--- config.mk ---
export PLATFORM = sky130hd
export DESIGN_NAME = exe_stage_flat
export DESIGN_NICKNAME = d
export VERILOG_FILES = /design/src/rtl/exe_stage_pkg.sv /design/src/rtl/exe_stage_if.sv /design/src/rtl/exe_stage_mul_seq.sv /design/src/rtl/exe_stage.sv /design/src/flat_wrapper.sv
export SDC_FILE = /design/constraint.sdc
export NUM_CORES = 1
export LEC_CHECK = 0
export ABC_AREA = 0
export BUFFER_PORTS_ARGS = -buffer_cell sky130_fd_sc_hd__buf_4
export CAP_MARGIN = 10
export CORE_MARGIN = 4
export CORE_UTILIZATION = 36
export CTS_BUF_LIST = sky130_fd_sc_hd__clkbuf_16
export DETAILED_ROUTE_END_ITERATION = 7
export GPL_ROUTABILITY_DRIVEN = 0
export GPL_TIMING_DRIVEN = 0
export SKIP_CTS_REPAIR_TIMING = 1
export SYNTH_ARGS = -nofsm -noshare
export SYNTH_HDL_FRONTEND = slang
export SYNTH_SLANG_ARGS = --single-unit
--- constraint.sdc ---
create_clock -name clk -period 3.9 [get_ports clk]
set_input_delay 0.39 -clock clk [delete_from_list [all_inputs] [get_ports clk]]
set_output_delay 0.39 -clock clk [all_outputs]
set_load 0.02 [all_outputs]
--- src/rtl/exe_stage_pkg.sv ---
// Shared widths, opcodes and helpers for the execute stage.
package exe_stage_pkg;

  localparam int DSIZE = 16;
  localparam int ASIZE = 5;
  localparam int ISIZE = 16;
  localparam int CSIZE = $clog2(DSIZE);

  typedef enum logic [2:0] {
    OP_ADD = 3'b000,
    OP_SUB = 3'b001,
    OP_AND = 3'b010,
    OP_OR  = 3'b011,
    OP_XOR = 3'b100,
    OP_SLT = 3'b101,
    OP_MUL = 3'b110,
    OP_CMP = 3'b111
  } opcode_e;

  typedef enum logic {
    MUL_IDLE = 1'b0,
    MUL_BUSY = 1'b1
  } mul_state_e;

  // 01 selects the MEM forward, 10 the WB forward, anything else the regfile value.
  function automatic logic [DSIZE-1:0] fwd_mux(input logic [1:0]       sel,
                                               input logic [DSIZE-1:0] reg_val,
                                               input logic [DSIZE-1:0] mem_val,
                                               input logic [DSIZE-1:0] wb_val);
    case (sel)
      2'b01:   return mem_val;
      2'b10:   return wb_val;
      default: return reg_val;
    endcase
  endfunction

endpackage

--- src/rtl/exe_stage_if.sv ---
// ID/EXE inputs, forwarding inputs and EXE/MEM outputs of the execute stage.
interface exe_stage_if;
  import exe_stage_pkg::*;

  logic [DSIZE-1:0] rdata1_in;
  logic [DSIZE-1:0] rdata2_in;
  logic [DSIZE-1:0] imm_in;
  logic [2:0]       opcode_in;
  logic             alusrc_in;
  logic [ASIZE-1:0] waddr_in;
  logic             wen_in;
  logic             memWrite_in;
  logic             memRead_in;
  logic             memToReg_in;
  logic             branch_in;
  logic [ISIZE-1:0] PC_in;
  logic [1:0]       fwd_a_sel;
  logic [1:0]       fwd_b_sel;
  logic [DSIZE-1:0] mem_fwd_data;
  logic [DSIZE-1:0] wb_fwd_data;

  logic             stall_out;
  logic [DSIZE-1:0] alu_result_out;
  logic [DSIZE-1:0] store_data_out;
  logic [ASIZE-1:0] waddr_out;
  logic             wen_out;
  logic             memWrite_out;
  logic             memRead_out;
  logic             memToReg_out;
  logic             branch_taken_out;
  logic [ISIZE-1:0] branch_target_out;

  modport master (
    output rdata1_in, rdata2_in, imm_in, opcode_in, alusrc_in, waddr_in,
           wen_in, memWrite_in, memRead_in, memToReg_in, branch_in, PC_in,
           fwd_a_sel, fwd_b_sel, mem_fwd_data, wb_fwd_data,
    input  stall_out, alu_result_out, store_data_out, waddr_out, wen_out,
           memWrite_out, memRead_out, memToReg_out, branch_taken_out,
           branch_target_out
  );

  modport slave (
    input  rdata1_in, rdata2_in, imm_in, opcode_in, alusrc_in, waddr_in,
           wen_in, memWrite_in, memRead_in, memToReg_in, branch_in, PC_in,
           fwd_a_sel, fwd_b_sel, mem_fwd_data, wb_fwd_data,
    output stall_out, alu_result_out, store_data_out, waddr_out, wen_out,
           memWrite_out, memRead_out, memToReg_out, branch_taken_out,
           branch_target_out
  );

endinterface

--- src/rtl/exe_stage_mul_seq.sv ---
// Shift-add multiplier: one partial product per BUSY cycle, DSIZE steps after start.
// Latency: start in IDLE, done during the BUSY cycle with cnt==0; product valid combinationally then.
module exe_stage_mul_seq
  import exe_stage_pkg::*;
(
  input  logic             clk,
  input  logic             rst,
  input  logic             start,
  input  logic [DSIZE-1:0] a,
  input  logic [DSIZE-1:0] b,
  output logic             busy,
  output logic [CSIZE-1:0] cnt,
  output logic             done,
  output logic [DSIZE-1:0] product
);

  mul_state_e       state;
  logic [DSIZE-1:0] acc;
  logic [DSIZE-1:0] mcand;
  logic [DSIZE-1:0] mplier;
  logic [DSIZE-1:0] addend;

  assign addend  = mplier[0] ? mcand : '0;
  assign busy    = (state == MUL_BUSY);
  assign done    = busy && (cnt == '0);
  // Includes the step of the current cycle so the final step needs no extra register stage.
  assign product = acc + addend;

  always_ff @(posedge clk or negedge rst) begin
    if (!rst) begin
      state  <= MUL_IDLE;
      cnt    <= '0;
      acc    <= '0;
      mcand  <= '0;
      mplier <= '0;
    end else begin
      case (state)
        MUL_IDLE: begin
          if (start) begin
            state  <= MUL_BUSY;
            cnt    <= CSIZE'(DSIZE - 1);
            acc    <= '0;
            mcand  <= a;
            mplier <= b;
          end
        end
        MUL_BUSY: begin
          acc    <= product;
          mcand  <= mcand << 1;
          mplier <= mplier >> 1;
          if (cnt == '0) begin
            state <= MUL_IDLE;
          end else begin
            cnt <= cnt - 1'b1;
          end
        end
        default: state <= MUL_IDLE;
      endcase
    end
  end

endmodule

--- src/rtl/exe_stage.sv ---
// Execute stage: forwarding muxes, ALU, branch resolution and the EXE/MEM output register.
// Latency: 1 edge for ALU ops, DSIZE+1 for MUL; stall_out holds the front end during a multiply.
module exe_stage
  import exe_stage_pkg::*;
(
  input  logic       clk,
  input  logic       rst,
  exe_stage_if.slave bus
);

  logic [DSIZE-1:0] op_a;
  logic [DSIZE-1:0] b_raw;
  logic [DSIZE-1:0] op_b;
  logic [DSIZE-1:0] alu_res;
  logic [DSIZE-1:0] cmp_diff;
  logic [ISIZE-1:0] target;
  logic             squash;
  logic             is_mul;
  logic             br_taken;

  logic             mul_start;
  logic             mul_busy;
  logic             mul_done;
  logic [CSIZE-1:0] mul_cnt;
  logic [DSIZE-1:0] mul_prod;

  logic [ASIZE-1:0] mul_waddr;
  logic [DSIZE-1:0] mul_store;
  logic             mul_wen;
  logic             mul_mw;
  logic             mul_mr;
  logic             mul_m2r;

  assign op_a     = fwd_mux(bus.fwd_a_sel, bus.rdata1_in, bus.mem_fwd_data, bus.wb_fwd_data);
  assign b_raw    = fwd_mux(bus.fwd_b_sel, bus.rdata2_in, bus.mem_fwd_data, bus.wb_fwd_data);
  assign op_b     = bus.alusrc_in ? bus.imm_in : b_raw;
  assign cmp_diff = op_a - b_raw;
  assign target   = bus.PC_in + ISIZE'(1) + bus.imm_in[ISIZE-1:0];

  // A taken branch on the outputs kills whatever sits in EXE this cycle.
  assign squash    = bus.branch_taken_out;
  assign is_mul    = (bus.opcode_in == OP_MUL);
  assign br_taken  = bus.branch_in && (cmp_diff == '0);
  assign mul_start = !mul_busy && is_mul && !squash;

  assign bus.stall_out = rst && (mul_start || (mul_busy && (mul_cnt != '0)));

  always_comb begin
    alu_res = '0;
    case (opcode_e'(bus.opcode_in))
      OP_ADD:         alu_res = op_a + op_b;
      OP_SUB, OP_CMP: alu_res = op_a - op_b;
      OP_AND:         alu_res = op_a & op_b;
      OP_OR:          alu_res = op_a | op_b;
      OP_XOR:         alu_res = op_a ^ op_b;
      OP_SLT:         alu_res = {{(DSIZE-1){1'b0}}, ($signed(op_a) < $signed(op_b))};
      default:        alu_res = '0;
    endcase
  end

  exe_stage_mul_seq u_mul_seq (
    .clk     (clk),
    .rst     (rst),
    .start   (mul_start),
    .a       (op_a),
    .b       (op_b),
    .busy    (mul_busy),
    .cnt     (mul_cnt),
    .done    (mul_done),
    .product (mul_prod)
  );

  always_ff @(posedge clk or negedge rst) begin
    if (!rst) begin
      bus.alu_result_out    <= '0;
      bus.store_data_out    <= '0;
      bus.waddr_out         <= '0;
      bus.wen_out           <= 1'b0;
      bus.memWrite_out      <= 1'b0;
      bus.memRead_out       <= 1'b0;
      bus.memToReg_out      <= 1'b0;
      bus.branch_taken_out  <= 1'b0;
      bus.branch_target_out <= '0;
      mul_waddr             <= '0;
      mul_store             <= '0;
      mul_wen               <= 1'b0;
      mul_mw                <= 1'b0;
      mul_mr                <= 1'b0;
      mul_m2r               <= 1'b0;
    end else begin
      // The ID/EXE inputs may already belong to the next instruction when the product lands.
      if (mul_start) begin
        mul_waddr <= bus.waddr_in;
        mul_store <= b_raw;
        mul_wen   <= bus.wen_in;
        mul_mw    <= bus.memWrite_in;
        mul_mr    <= bus.memRead_in;
        mul_m2r   <= bus.memToReg_in;
      end

      if (mul_done) begin
        bus.alu_result_out   <= mul_prod;
        bus.store_data_out   <= mul_store;
        bus.waddr_out        <= mul_waddr;
        bus.wen_out          <= mul_wen;
        bus.memWrite_out     <= mul_mw;
        bus.memRead_out      <= mul_mr;
        bus.memToReg_out     <= mul_m2r;
        bus.branch_taken_out <= 1'b0;
      end else if (squash || mul_start || mul_busy) begin
        bus.wen_out          <= 1'b0;
        bus.memWrite_out     <= 1'b0;
        bus.memRead_out      <= 1'b0;
        bus.memToReg_out     <= 1'b0;
        bus.branch_taken_out <= 1'b0;
      end else begin
        bus.alu_result_out    <= alu_res;
        bus.store_data_out    <= b_raw;
        bus.waddr_out         <= bus.waddr_in;
        bus.wen_out           <= bus.wen_in;
        bus.memWrite_out      <= bus.memWrite_in;
        bus.memRead_out       <= bus.memRead_in;
        bus.memToReg_out      <= bus.memToReg_in;
        bus.branch_taken_out  <= br_taken;
        bus.branch_target_out <= target;
      end
    end
  end

endmodule

--- src/flat_wrapper.sv ---
// flat-port wrapper written by rule: the top's interface ports become plain ports
module exe_stage_flat import exe_stage_pkg::*;
  (clk, rst, bus_rdata1_in, bus_rdata2_in, bus_imm_in, bus_opcode_in, bus_alusrc_in, bus_waddr_in, bus_wen_in, bus_memWrite_in, bus_memRead_in, bus_memToReg_in, bus_branch_in, bus_PC_in, bus_fwd_a_sel, bus_fwd_b_sel, bus_mem_fwd_data, bus_wb_fwd_data, bus_stall_out, bus_alu_result_out, bus_store_data_out, bus_waddr_out, bus_wen_out, bus_memWrite_out, bus_memRead_out, bus_memToReg_out, bus_branch_taken_out, bus_branch_target_out);
  exe_stage_if bus_i ();
  input  logic clk;
  input  logic rst;
  input wire logic [$bits(bus_i.rdata1_in)-1:0] bus_rdata1_in;
  input wire logic [$bits(bus_i.rdata2_in)-1:0] bus_rdata2_in;
  input wire logic [$bits(bus_i.imm_in)-1:0] bus_imm_in;
  input wire logic [$bits(bus_i.opcode_in)-1:0] bus_opcode_in;
  input wire logic [$bits(bus_i.alusrc_in)-1:0] bus_alusrc_in;
  input wire logic [$bits(bus_i.waddr_in)-1:0] bus_waddr_in;
  input wire logic [$bits(bus_i.wen_in)-1:0] bus_wen_in;
  input wire logic [$bits(bus_i.memWrite_in)-1:0] bus_memWrite_in;
  input wire logic [$bits(bus_i.memRead_in)-1:0] bus_memRead_in;
  input wire logic [$bits(bus_i.memToReg_in)-1:0] bus_memToReg_in;
  input wire logic [$bits(bus_i.branch_in)-1:0] bus_branch_in;
  input wire logic [$bits(bus_i.PC_in)-1:0] bus_PC_in;
  input wire logic [$bits(bus_i.fwd_a_sel)-1:0] bus_fwd_a_sel;
  input wire logic [$bits(bus_i.fwd_b_sel)-1:0] bus_fwd_b_sel;
  input wire logic [$bits(bus_i.mem_fwd_data)-1:0] bus_mem_fwd_data;
  input wire logic [$bits(bus_i.wb_fwd_data)-1:0] bus_wb_fwd_data;
  output wire logic [$bits(bus_i.stall_out)-1:0] bus_stall_out;
  output wire logic [$bits(bus_i.alu_result_out)-1:0] bus_alu_result_out;
  output wire logic [$bits(bus_i.store_data_out)-1:0] bus_store_data_out;
  output wire logic [$bits(bus_i.waddr_out)-1:0] bus_waddr_out;
  output wire logic [$bits(bus_i.wen_out)-1:0] bus_wen_out;
  output wire logic [$bits(bus_i.memWrite_out)-1:0] bus_memWrite_out;
  output wire logic [$bits(bus_i.memRead_out)-1:0] bus_memRead_out;
  output wire logic [$bits(bus_i.memToReg_out)-1:0] bus_memToReg_out;
  output wire logic [$bits(bus_i.branch_taken_out)-1:0] bus_branch_taken_out;
  output wire logic [$bits(bus_i.branch_target_out)-1:0] bus_branch_target_out;
  assign bus_i.rdata1_in = bus_rdata1_in;
  assign bus_i.rdata2_in = bus_rdata2_in;
  assign bus_i.imm_in = bus_imm_in;
  assign bus_i.opcode_in = bus_opcode_in;
  assign bus_i.alusrc_in = bus_alusrc_in;
  assign bus_i.waddr_in = bus_waddr_in;
  assign bus_i.wen_in = bus_wen_in;
  assign bus_i.memWrite_in = bus_memWrite_in;
  assign bus_i.memRead_in = bus_memRead_in;
  assign bus_i.memToReg_in = bus_memToReg_in;
  assign bus_i.branch_in = bus_branch_in;
  assign bus_i.PC_in = bus_PC_in;
  assign bus_i.fwd_a_sel = bus_fwd_a_sel;
  assign bus_i.fwd_b_sel = bus_fwd_b_sel;
  assign bus_i.mem_fwd_data = bus_mem_fwd_data;
  assign bus_i.wb_fwd_data = bus_wb_fwd_data;
  assign bus_stall_out = bus_i.stall_out;
  assign bus_alu_result_out = bus_i.alu_result_out;
  assign bus_store_data_out = bus_i.store_data_out;
  assign bus_waddr_out = bus_i.waddr_out;
  assign bus_wen_out = bus_i.wen_out;
  assign bus_memWrite_out = bus_i.memWrite_out;
  assign bus_memRead_out = bus_i.memRead_out;
  assign bus_memToReg_out = bus_i.memToReg_out;
  assign bus_branch_taken_out = bus_i.branch_taken_out;
  assign bus_branch_target_out = bus_i.branch_target_out;
  exe_stage u_core (.clk(clk), .rst(rst), .bus(bus_i));
endmodule
==> impl_results.rst, run 1 <==
.. list-table::
   :header-rows: 1

   * - Metric
     - Value
   * - Cell chosen for the clock root
     - sky130_fd_sc_hd__clkbuf_16
   * - Total number of clock tree sinks
     - 136
   * - Setup violations, final
     - 2
   * - Register area
     - between 3000 and 4000 sq um
   * - Crit path launch type
     - primary input
   * - Tot GR Track Use
     - 0.228
   * - Arrival time reported for the critical path endpoint
     - 4.31 ns
   * - Power density of the placed cells
     - approximately 560 nW/um^2
   * - Slew Viols, Final
     - 0
   * - Post-synthesis cell area
     - 10,600 sq um
   * - Via count of the first global-routing pass
     - approximately 10,000
   * - Number of enable-type register cells in the synthesized netlist
     - 0
   * - Violation count after the first detailed-route iteration
     - 993
   * - Clock tree from TritonCTS
     - yes
   * - Maximum net fanout on the critical path
     - 8
   * - Total Power
     - ~7.9 mW
   * - Antenna diodes
     - 0
   * - Final routed wirelength across all metal layers
     - approximately 39 mm
   * - Max-cap violations
     - 0
   * - Run status
     - finished with violations
   * - Largest area contributor in the netlist
     - sky130_fd_sc_hd__dfrtp_1
   * - Row count
     - 62
   * - Setup ws final
     - -0.0932 ns
   * - End point of the most critical hold path
     - u_core.bus.memToReg_out
   * - Peak supply drop
     - roughly 0.35 mV
   * - Vias per std cell
     - 5.66
   * - Slew of the pin with the lowest slew margin
     - around 1.1 ns
   * - Achievable clock frequency
     - 250 MHz
   * - R2R depth
     - 11
   * - Area grow syn2layout
     - 32.5%
   * - Reg2Reg Capture Point
     - u_core.bus.alu_result_out[14]
   * - First-pass GRT wire length
     - ~60 mm
   * - Leak pwr
     - approximately 6.5 nW
   * - Share of cells above drive strength 1
     - 0.252
   * - H-tree Lvls
     - 4
   * - Chip width
     - 180 um
   * - Fraction of synthesis flops using an asynchronous set or reset pin
     - 1.00
   * - Cell types with the largest area share after synthesis
     - sky130_fd_sc_hd__dfrtp_1 (32%), sky130_fd_sc_hd__ha_1 (12%), sky130_fd_sc_hd__o21ai_0 (6.9%), sky130_fd_sc_hd__nand2_1 (5.8%), sky130_fd_sc_hd__a21oi_1 (4.4%)
   * - Die span in y
     - 180 um
   * - Min-delay src
     - bus_memToReg_in
   * - Number of clock buffers inserted by TritonCTS
     - 17
   * - Wirelength per Cell
     - approximately 20 um
   * - Post-synth top cells
     - sky130_fd_sc_hd__nand2_1 (164), sky130_fd_sc_hd__o21ai_0 (147), sky130_fd_sc_hd__dfrtp_1 (136)
   * - Total iterations of the first detailed-routing run
     - 5
   * - Fill count
     - about 2,800
   * - Warnings, synthesis
     - 0
   * - Fraction of post-synthesis cell area in the top cell type by area
     - 0.321
   * - Seq cells post-synth
     - roughly 140
   * - Failing checks
     - negative setup slack
   * - Number of different library cells in the post-synthesis netlist
     - 74
   * - Io pins
     - 175
   * - Post-synth net total
     - ~1,500
   * - Critical path type
     - in2reg
   * - Total die area
     - around 32,000 sq um
   * - Area occupied by multi-input gates
     - 7230 sq um
   * - Worst Hold Depth
     - 2
   * - Register-to-register setup slack
     - between 0.2 and 0.3 ns
   * - Period Utilization, post-route
     - 1.02
   * - Critical register-to-register path startpoint
     - u_core.u_mul_seq.mplier[0]
   * - Worst max-slew margin expressed relative to the limit
     - 0.265
   * - Post-detailed-placement half-perimeter wirelength
     - 29.9 mm
   * - Total count of hold-check failures in the final report
     - 0
   * - Mean instance size in the synthesized netlist
     - 8.30 sq um
   * - Port Buffers
     - 174
   * - WP data required
     - roughly 4.2 ns
   * - Setup repair after global routing missed its margin
     - true
   * - Most common cell in the netlist
     - sky130_fd_sc_hd__nand2_1
   * - Worst-case clock buffer depth
     - 2
   * - Worst hold-check path type
     - in2reg
   * - Clock insertion delay at the later pin of the skew report
     - 0.43 ns
   * - Clk pin slew, worst setup/hold paths
     - ~0.06 ns
   * - Total via count in the routed design
     - 10,900
   * - Setup Skew
     - 0.0148 ns
   * - Post-synthesis sequential area ratio
     - 0.321
   * - Initial antenna violation count
     - 0
   * - Number of nets in the layout
     - 1,749
   * - Remaining Overflow, GRT
     - 0
   * - Initial Util
     - 0.367
   * - Cell count after synthesis
     - 1,276
   * - Crit. End Element
     - flip-flop
   * - Setup slack at placement
     - -1.39 ns
   * - Pin count of the biggest net entering global routing
     - 81
   * - Period minus WS final
     - 3.99 ns
   * - Core area
     - 28,900 sq um
   * - Post-detailed-route DRC marker count
     - 0
   * - Number of nets still failing antenna checks after routing
     - 0
   * - Worst hold margin
     - 0.199 ns
   * - Most frequently used flop master after synthesis
     - sky130_fd_sc_hd__dfrtp_1
## worst max-delay path, cell delays in order
cell	delay, ns
sky130_fd_sc_hd__buf_4	0.09
sky130_fd_sc_hd__inv_1	0.04
sky130_fd_sc_hd__ha_1	0.28
sky130_fd_sc_hd__buf_6	0.14
sky130_fd_sc_hd__clkinvlp_4	0.13
sky130_fd_sc_hd__buf_4	0.19
sky130_fd_sc_hd__clkbuf_16	0.16
sky130_fd_sc_hd__o21ai_4	0.24
sky130_fd_sc_hd__nor2_1	0.13
sky130_fd_sc_hd__a21oi_4	0.26
sky130_fd_sc_hd__inv_1	0.11
sky130_fd_sc_hd__ha_2	0.35
sky130_fd_sc_hd__or4_4	0.58
sky130_fd_sc_hd__o21bai_4	0.20
sky130_fd_sc_hd__a21oi_4	0.17
sky130_fd_sc_hd__o41ai_4	0.11
sky130_fd_sc_hd__o22a_1	0.22
sky130_fd_sc_hd__a31o_1	0.25
sky130_fd_sc_hd__a221oi_2	0.26
## metal layers
layer	GRT usage	wire length, um	vias to the layer above
li1	-	-	5093
met1	0.311	17000	5291
met2	0.364	18200	448
met3	0.0485	2790	45
met4	0.0725	906	0
met5	0	0	-
## area by class of cell
class                   count  area share
plain buffers              72      0.0234
multi-input cells        1003       0.515
clock buffers              17      0.0303
flip-flops and latches    136       0.243
repair buffers            231       0.127
well taps                 384      0.0343
clock inverters            15      0.0102
inverters                  63      0.0171
## how the worst max path moves through the flow
stage / slack [ns] / depth (start not counted) / start / to
CTS: -0.97 / 19 / bus_fwd_b_sel[0] / u_core.bus.alu_result_out[9]
global placement: -1.34 / 19 / bus_fwd_b_sel[0] / u_core.bus.alu_result_out[12]
finish: -0.09 / 19 / bus_fwd_b_sel[0] / u_core.bus.alu_result_out[14]
global route: -0.16 / 20 / bus_fwd_b_sel[0] / u_core.bus.alu_result_out[14]
floorplan: -0.01 / 19 / bus_fwd_b_sel[0] / u_core.bus.alu_result_out[14]
detailed placement: -1.39 / 19 / bus_fwd_b_sel[0] / u_core.bus.alu_result_out[9]
## registers in the layout (all words and copies together) (netlist names), 4 cells and up
signal                        count
u_core.u_mul_seq.acc             16
u_core.bus.branch_target_out     16
u_core.u_mul_seq.mcand           16
u_core.bus.alu_result_out        16
u_core.mul_waddr                  5
u_core.mul_store                 16
u_core.u_mul_seq.cnt              4
u_core.u_mul_seq.mplier          16
u_core.bus.waddr_out              5
u_core.bus.store_data_out        16
## where the power goes
part	total, mW	switching, mW	internal (mW)
registers	2.37	0.376	1.99
clock network	1.59	0.699	0.890
logic	3.95	2.36	1.59
total	7.90	3.43	4.47
## per-stage QoR
step / utilization / cell area, sq um / TNS [ns] / instances
global placement: 0.432 / 12500 / -16.71 / 1834
floorplan: - / 10700 / -0.00968 / 1276
CTS: 0.453 / 13100 / -9.95 / 1867
finish: 0.486 / 14000 / -0.0933 / 1921
detailed placement: 0.433 / 12500 / -17.00 / 1835
global route: 0.486 / 14000 / -0.887 / 1921
## logic make-up after synthesis
family | after synthesis | synth area share
compound gates | 433 | 0.269
simple gates | 387 | 0.164
buf+inv | 137 | 0.0490
flops | 136 | 0.321
fa+ha+maj | 109 | 0.132
xor+xnor | 45 | 0.0372
mux | 29 | 0.0286
## layout by cell type, fill, tap and decap left out, types with 10 or more instances in the layout
cell type	count
sky130_fd_sc_hd__ha_1	96
sky130_fd_sc_hd__xnor2_1	28
sky130_fd_sc_hd__o21ai_0	116
sky130_fd_sc_hd__nand3_1	10
sky130_fd_sc_hd__buf_4	229
sky130_fd_sc_hd__dfrtp_1	136
sky130_fd_sc_hd__o21ai_1	10
sky130_fd_sc_hd__clkbuf_16	18
sky130_fd_sc_hd__mux2i_1	19
sky130_fd_sc_hd__a21oi_1	76
sky130_fd_sc_hd__a221o_1	35
sky130_fd_sc_hd__inv_1	55
sky130_fd_sc_hd__nor2b_1	10
sky130_fd_sc_hd__a22oi_1	28
sky130_fd_sc_hd__nand2_1	164
sky130_fd_sc_hd__nor3_1	22
sky130_fd_sc_hd__a21oi_4	11
sky130_fd_sc_hd__nor2_1	100
sky130_fd_sc_hd__o21ai_4	12
sky130_fd_sc_hd__a211oi_1	10
sky130_fd_sc_hd__o21ai_2	12
sky130_fd_sc_hd__clkbuf_1	52
sky130_fd_sc_hd__and2_1	21
sky130_fd_sc_hd__a21o_1	17
sky130_fd_sc_hd__xor2_1	17
sky130_fd_sc_hd__mux2_2	10
No activity file was read; power rests on OpenSTA's default activity.
==> run 2: changes to the inputs <==
--- a/config.mk
+++ b/config.mk
@@ -17,4 +17,5 @@
 export SKIP_CTS_REPAIR_TIMING = 1
 export SYNTH_ARGS = -nofsm -noshare
 export SYNTH_HDL_FRONTEND = slang
+export SYNTH_HIERARCHICAL = 1
 export SYNTH_SLANG_ARGS = --single-unit
==> run 2 against run 1 <==
  * The flow now finishes without violations
  * Routed wire length grew 3.7%
  * Via count is 4.2% higher
  * Combinational power shrank 2%
  * Sequential share of layout area decreased by 0.063 points
  * Clock skew is 0.0019 ns higher
  * Worst setup slack better by 0.17 ns
  * Synthesized cell count rose by 7.4%
  * Sequential cell count is the same
  * Hold slack got worse by 0.033 ns
  * Synthesized area increased by 4.9%
  * Total power increased by 1.2%
  * Critical path depth unchanged
  * Largest cell class unchanged
==> impl_results.rst, run 2 <==
.. list-table::
   :header-rows: 1

   * - Metric
     - Value
   * - Largest delay share family, worst path
     - compound AO/OA/AOI/OAI gates
   * - Core area
     - ~30,000 sq um
   * - Initial antenna violation count
     - 2
   * - Final routed wirelength across all metal layers
     - 40.3 mm
   * - Most frequently used flop master after synthesis
     - sky130_fd_sc_hd__dfrtp_1
   * - Total die area
     - between 30,000 and 40,000 sq um
   * - Worst max-slew margin expressed relative to the limit
     - 0.412
   * - Slew of the pin with the lowest slew margin
     - 0.860 ns
   * - First-pass GRT wire length
     - 61.3 mm
   * - Tot GR Track Use
     - 0.229
   * - Clock insertion delay at the later pin of the skew report
     - 0.42 ns
   * - Total iterations of the first detailed-routing run
     - 5
   * - Most common cell in the netlist
     - sky130_fd_sc_hd__nand2_1
   * - Number of nets in the layout
     - 1,810
   * - Die span in y
     - 184 um
   * - Via count of the first global-routing pass
     - 10,800
   * - Leak pwr
     - 6.36 nW
   * - Met2 Wirelength
     - 19.1 mm
   * - Post-Place Cell Area
     - 13,000 sq um
   * - Area grow syn2layout
     - 26.6%
   * - Arrival time reported for the critical path endpoint
     - about 4.1 ns
   * - CP max stage delay
     - 0.39 ns
   * - Seq cells post-synth
     - 136
   * - Vias per std cell
     - 5.68
   * - Share of cells above drive strength 1
     - 0.205
   * - Total via count in the routed design
     - 11,300
   * - Warnings, synthesis
     - 6
   * - Crit. End Element
     - flip-flop
   * - Post-detailed-placement half-perimeter wirelength
     - between 30 and 40 mm
   * - Commonest non-fill, non-tap cells in the layout
     - sky130_fd_sc_hd__nand2_1 (205), sky130_fd_sc_hd__buf_4 (194), sky130_fd_sc_hd__o21ai_0 (140), sky130_fd_sc_hd__dfrtp_1 (136), sky130_fd_sc_hd__nor2_1 (106)
   * - Period minus WS final
     - 3.83 ns
   * - Most numerous cell on the critical path
     - sky130_fd_sc_hd__buf_4
   * - Cell types with the largest area share after synthesis
     - sky130_fd_sc_hd__dfrtp_1 (31%), sky130_fd_sc_hd__ha_1 (12%), sky130_fd_sc_hd__o21ai_0 (7.0%), sky130_fd_sc_hd__nand2_1 (6.9%), sky130_fd_sc_hd__a21oi_1 (3.9%)
   * - Share of total power in the clock network
     - 0.217
   * - Top layer in use
     - met5
   * - Row count
     - 64
   * - Critical path's slowest cell
     - sky130_fd_sc_hd__o311a_1
   * - Cell count after synthesis
     - 1,371
   * - Post-synth top cells
     - sky130_fd_sc_hd__nand2_1 (205), sky130_fd_sc_hd__o21ai_0 (155), sky130_fd_sc_hd__dfrtp_1 (136)
   * - R2R depth
     - 10
   * - Register-to-register setup slack
     - 0.76 ns
   * - Post-synth net total
     - 1,595
   * - Cell chosen for the clock root
     - sky130_fd_sc_hd__clkbuf_16
   * - Crit path launch type
     - primary input
   * - Sequential group share of total power
     - 0.298
   * - Switching power
     - 3.46 mW
   * - Critical register-to-register path startpoint
     - u_core/u_mul_seq/mplier[0]
   * - Peak supply drop
     - 0.316 mV
   * - Final sum of negative setup slack
     - 0 ns
   * - Critical path endpoint
     - u_core/bus.alu_result_out[12]
   * - Number of different library cells in the post-synthesis netlist
     - 77
   * - Clock tree from TritonCTS
     - yes
   * - Critical path type
     - in2reg
   * - Total number of clock tree sinks
     - 136
   * - Post-synthesis cell area
     - 11,100 sq um
   * - WP data required
     - roughly 4.2 ns
   * - Total count of hold-check failures in the final report
     - 0
   * - Comb pwr share
     - 0.485
   * - Buffers plus inverters on the worst setup path
     - 5
   * - Pin count of the biggest net entering global routing
     - 80
   * - Largest area contributor in the netlist
     - sky130_fd_sc_hd__dfrtp_1
   * - Leading cell type in the layout, fill and taps excluded
     - sky130_fd_sc_hd__nand2_1
   * - Achievable clock frequency
     - between 200 and 300 MHz
   * - Antenna diodes
     - 0
   * - Worst-case clock buffer depth
     - 2
   * - Maximum net fanout on the critical path
     - 10
   * - Series of cell instances along the critical path
     - buf_4, inv_1, ha_1, clkbuf_4, buf_6, a22oi_1, o21a_2, o21ai_4, ha_2, fa_2, nor2_1, o311a_1, o31a_1, o21ba_2, o41ai_4, buf_4, o41ai_2, a211oi_1, a221oi_1
   * - Setup violations, final
     - 0
   * - Power density of the placed cells
     - roughly 570 nW/um^2
   * - Internal power
     - 4.54 mW
   * - Length of routed wiring on met1
     - 16.7 mm
   * - Layout Cell Area excl Fill
     - 14,100 sq um
   * - Post-synthesis sequential area ratio
     - 0.306
   * - Fraction of synthesis flops using an asynchronous set or reset pin
     - 1.00
   * - Clk pin slew, worst setup/hold paths
     - 0.07 ns
   * - Fraction of post-synthesis cell area in the top cell type by area
     - 0.306
   * - Fill count
     - 2,998
   * - Net Sw Frac
     - 0.433
   * - Violation count after the first detailed-route iteration
     - 869
   * - Max-cap violations
     - 0
   * - Mean instance size in the synthesized netlist
     - 8.10 sq um
   * - Wirelength per Cell
     - slightly above 20 um
   * - Path length in cells of the critical path
     - 19
   * - Run status
     - complete, no violations
   * - Chip width
     - 184 um
   * - Launching element of the worst setup path
     - bus_fwd_b_sel[1]
   * - Remaining Overflow, GRT
     - 0
   * - H-tree Lvls
     - 4
   * - Slew Viols, Final
     - 0
   * - Reg2Reg Capture Point
     - u_core/bus.alu_result_out[12]
   * - Number of nets still failing antenna checks after routing
     - 0
   * - Io pins
     - 175
   * - Number of clock buffers inserted by TritonCTS
     - 17
   * - Worst hold-check path type
     - in2reg
   * - Port Buffers
     - around 170
   * - Initial Util
     - 0.364
   * - Met3 wire length
     - 2.97 mm
   * - Min-delay src
     - bus_memWrite_in
   * - Post-detailed-route DRC marker count
     - 0
   * - Number of enable-type register cells in the synthesized netlist
     - 0
   * - Setup Skew
     - 0.0167 ns
   * - Period Utilization, post-route
     - 0.981
==> run 2: layout make-up <==
class	count	area, sq um	share of cell area
tap	396	495	0.0352
multi-input combinational	1084	7390	0.526
inverter	70	263	0.0187
timing repair buffer	197	1500	0.107
buffer	80	395	0.0281
sequential	136	3400	0.242
clock inverter	15	190	0.0135
clock buffer	17	425	0.0302
==> run 2: power by group through the flow <==
| stage | Clock, mW | Combinational, mW | Sequential, mW |
|---|---|---|---|
| final | 1.74 | 3.88 | 2.38 |
| after global routing | 1.82 | 4.25 | 2.45 |
| after CTS | 1.77 | 3.73 | 2.38 |
| after detailed placement | 0 | 3.71 | 2.39 |
| after global placement | 0 | 3.62 | 2.39 |
| after floorplan | 0 | 2.02 | 2.63 |
==> run 2: kinds of logic after synthesis <==
| kind of cell | share of synthesized area |
|---|---|
| AO/OA/AOI/OAI | 0.257 |
| AND/OR/NAND/NOR | 0.176 |
| buffers and inverters | 0.0548 |
| flip-flops | 0.306 |
| adder cells (fa/ha/maj) | 0.125 |
| XOR/XNOR | 0.0386 |
| multiplexers | 0.0418 |
==> run 2: how the worst min path moves through the flow <==
stage                                              end  depth (start not counted)
after global placement             u_core/mul_waddr[4]                          2
after global routing                     u_core/mul_mw                          3
after detailed placement        u_core/bus.memRead_out                          1
final                                    u_core/mul_mw                          3
after floorplan           u_core/bus.alu_result_out[0]                          0
after CTS                     u_core/u_mul_seq/acc[13]                          1
==> run 2: layer usage <==
layer  up-vias  global-route usage
li1       5302                   -
met1      5519               0.303
met2       429               0.380
met3        84              0.0410
met4         2              0.0787
met5         -                   0
==> run 2: worst register-to-register path: cells and delay by family (launching register included) <==
kind / cells / cell delay (ns)
compound gates: 5 / 1.33
xor+xnor: 1 / 0.28
fa+ha+maj: 2 / 0.70
buf+inv: 1 / 0.08
flops: 1 / 0.47
simple gates: 1 / 0.18
==> run 2: metrics by stage <==
| step | std cells | setup slack, ns | power [mW] | utilization | hold WS, ns |
|---|---|---|---|---|---|
| after floorplan | 1371 | 0.0215 | 4.65 | - | 0.0944 |
| after global placement | 1941 | -1.29 | 6.00 | 0.423 | 0.460 |
| after detailed placement | 1948 | -1.22 | 6.10 | 0.426 | 0.416 |
| after CTS | 1980 | -0.774 | 7.87 | 0.446 | -0.0337 |
| after global routing | 1995 | -0.0144 | 8.51 | 0.461 | 0.181 |
| final | 1995 | 0.0744 | 8.00 | 0.461 | 0.166 |
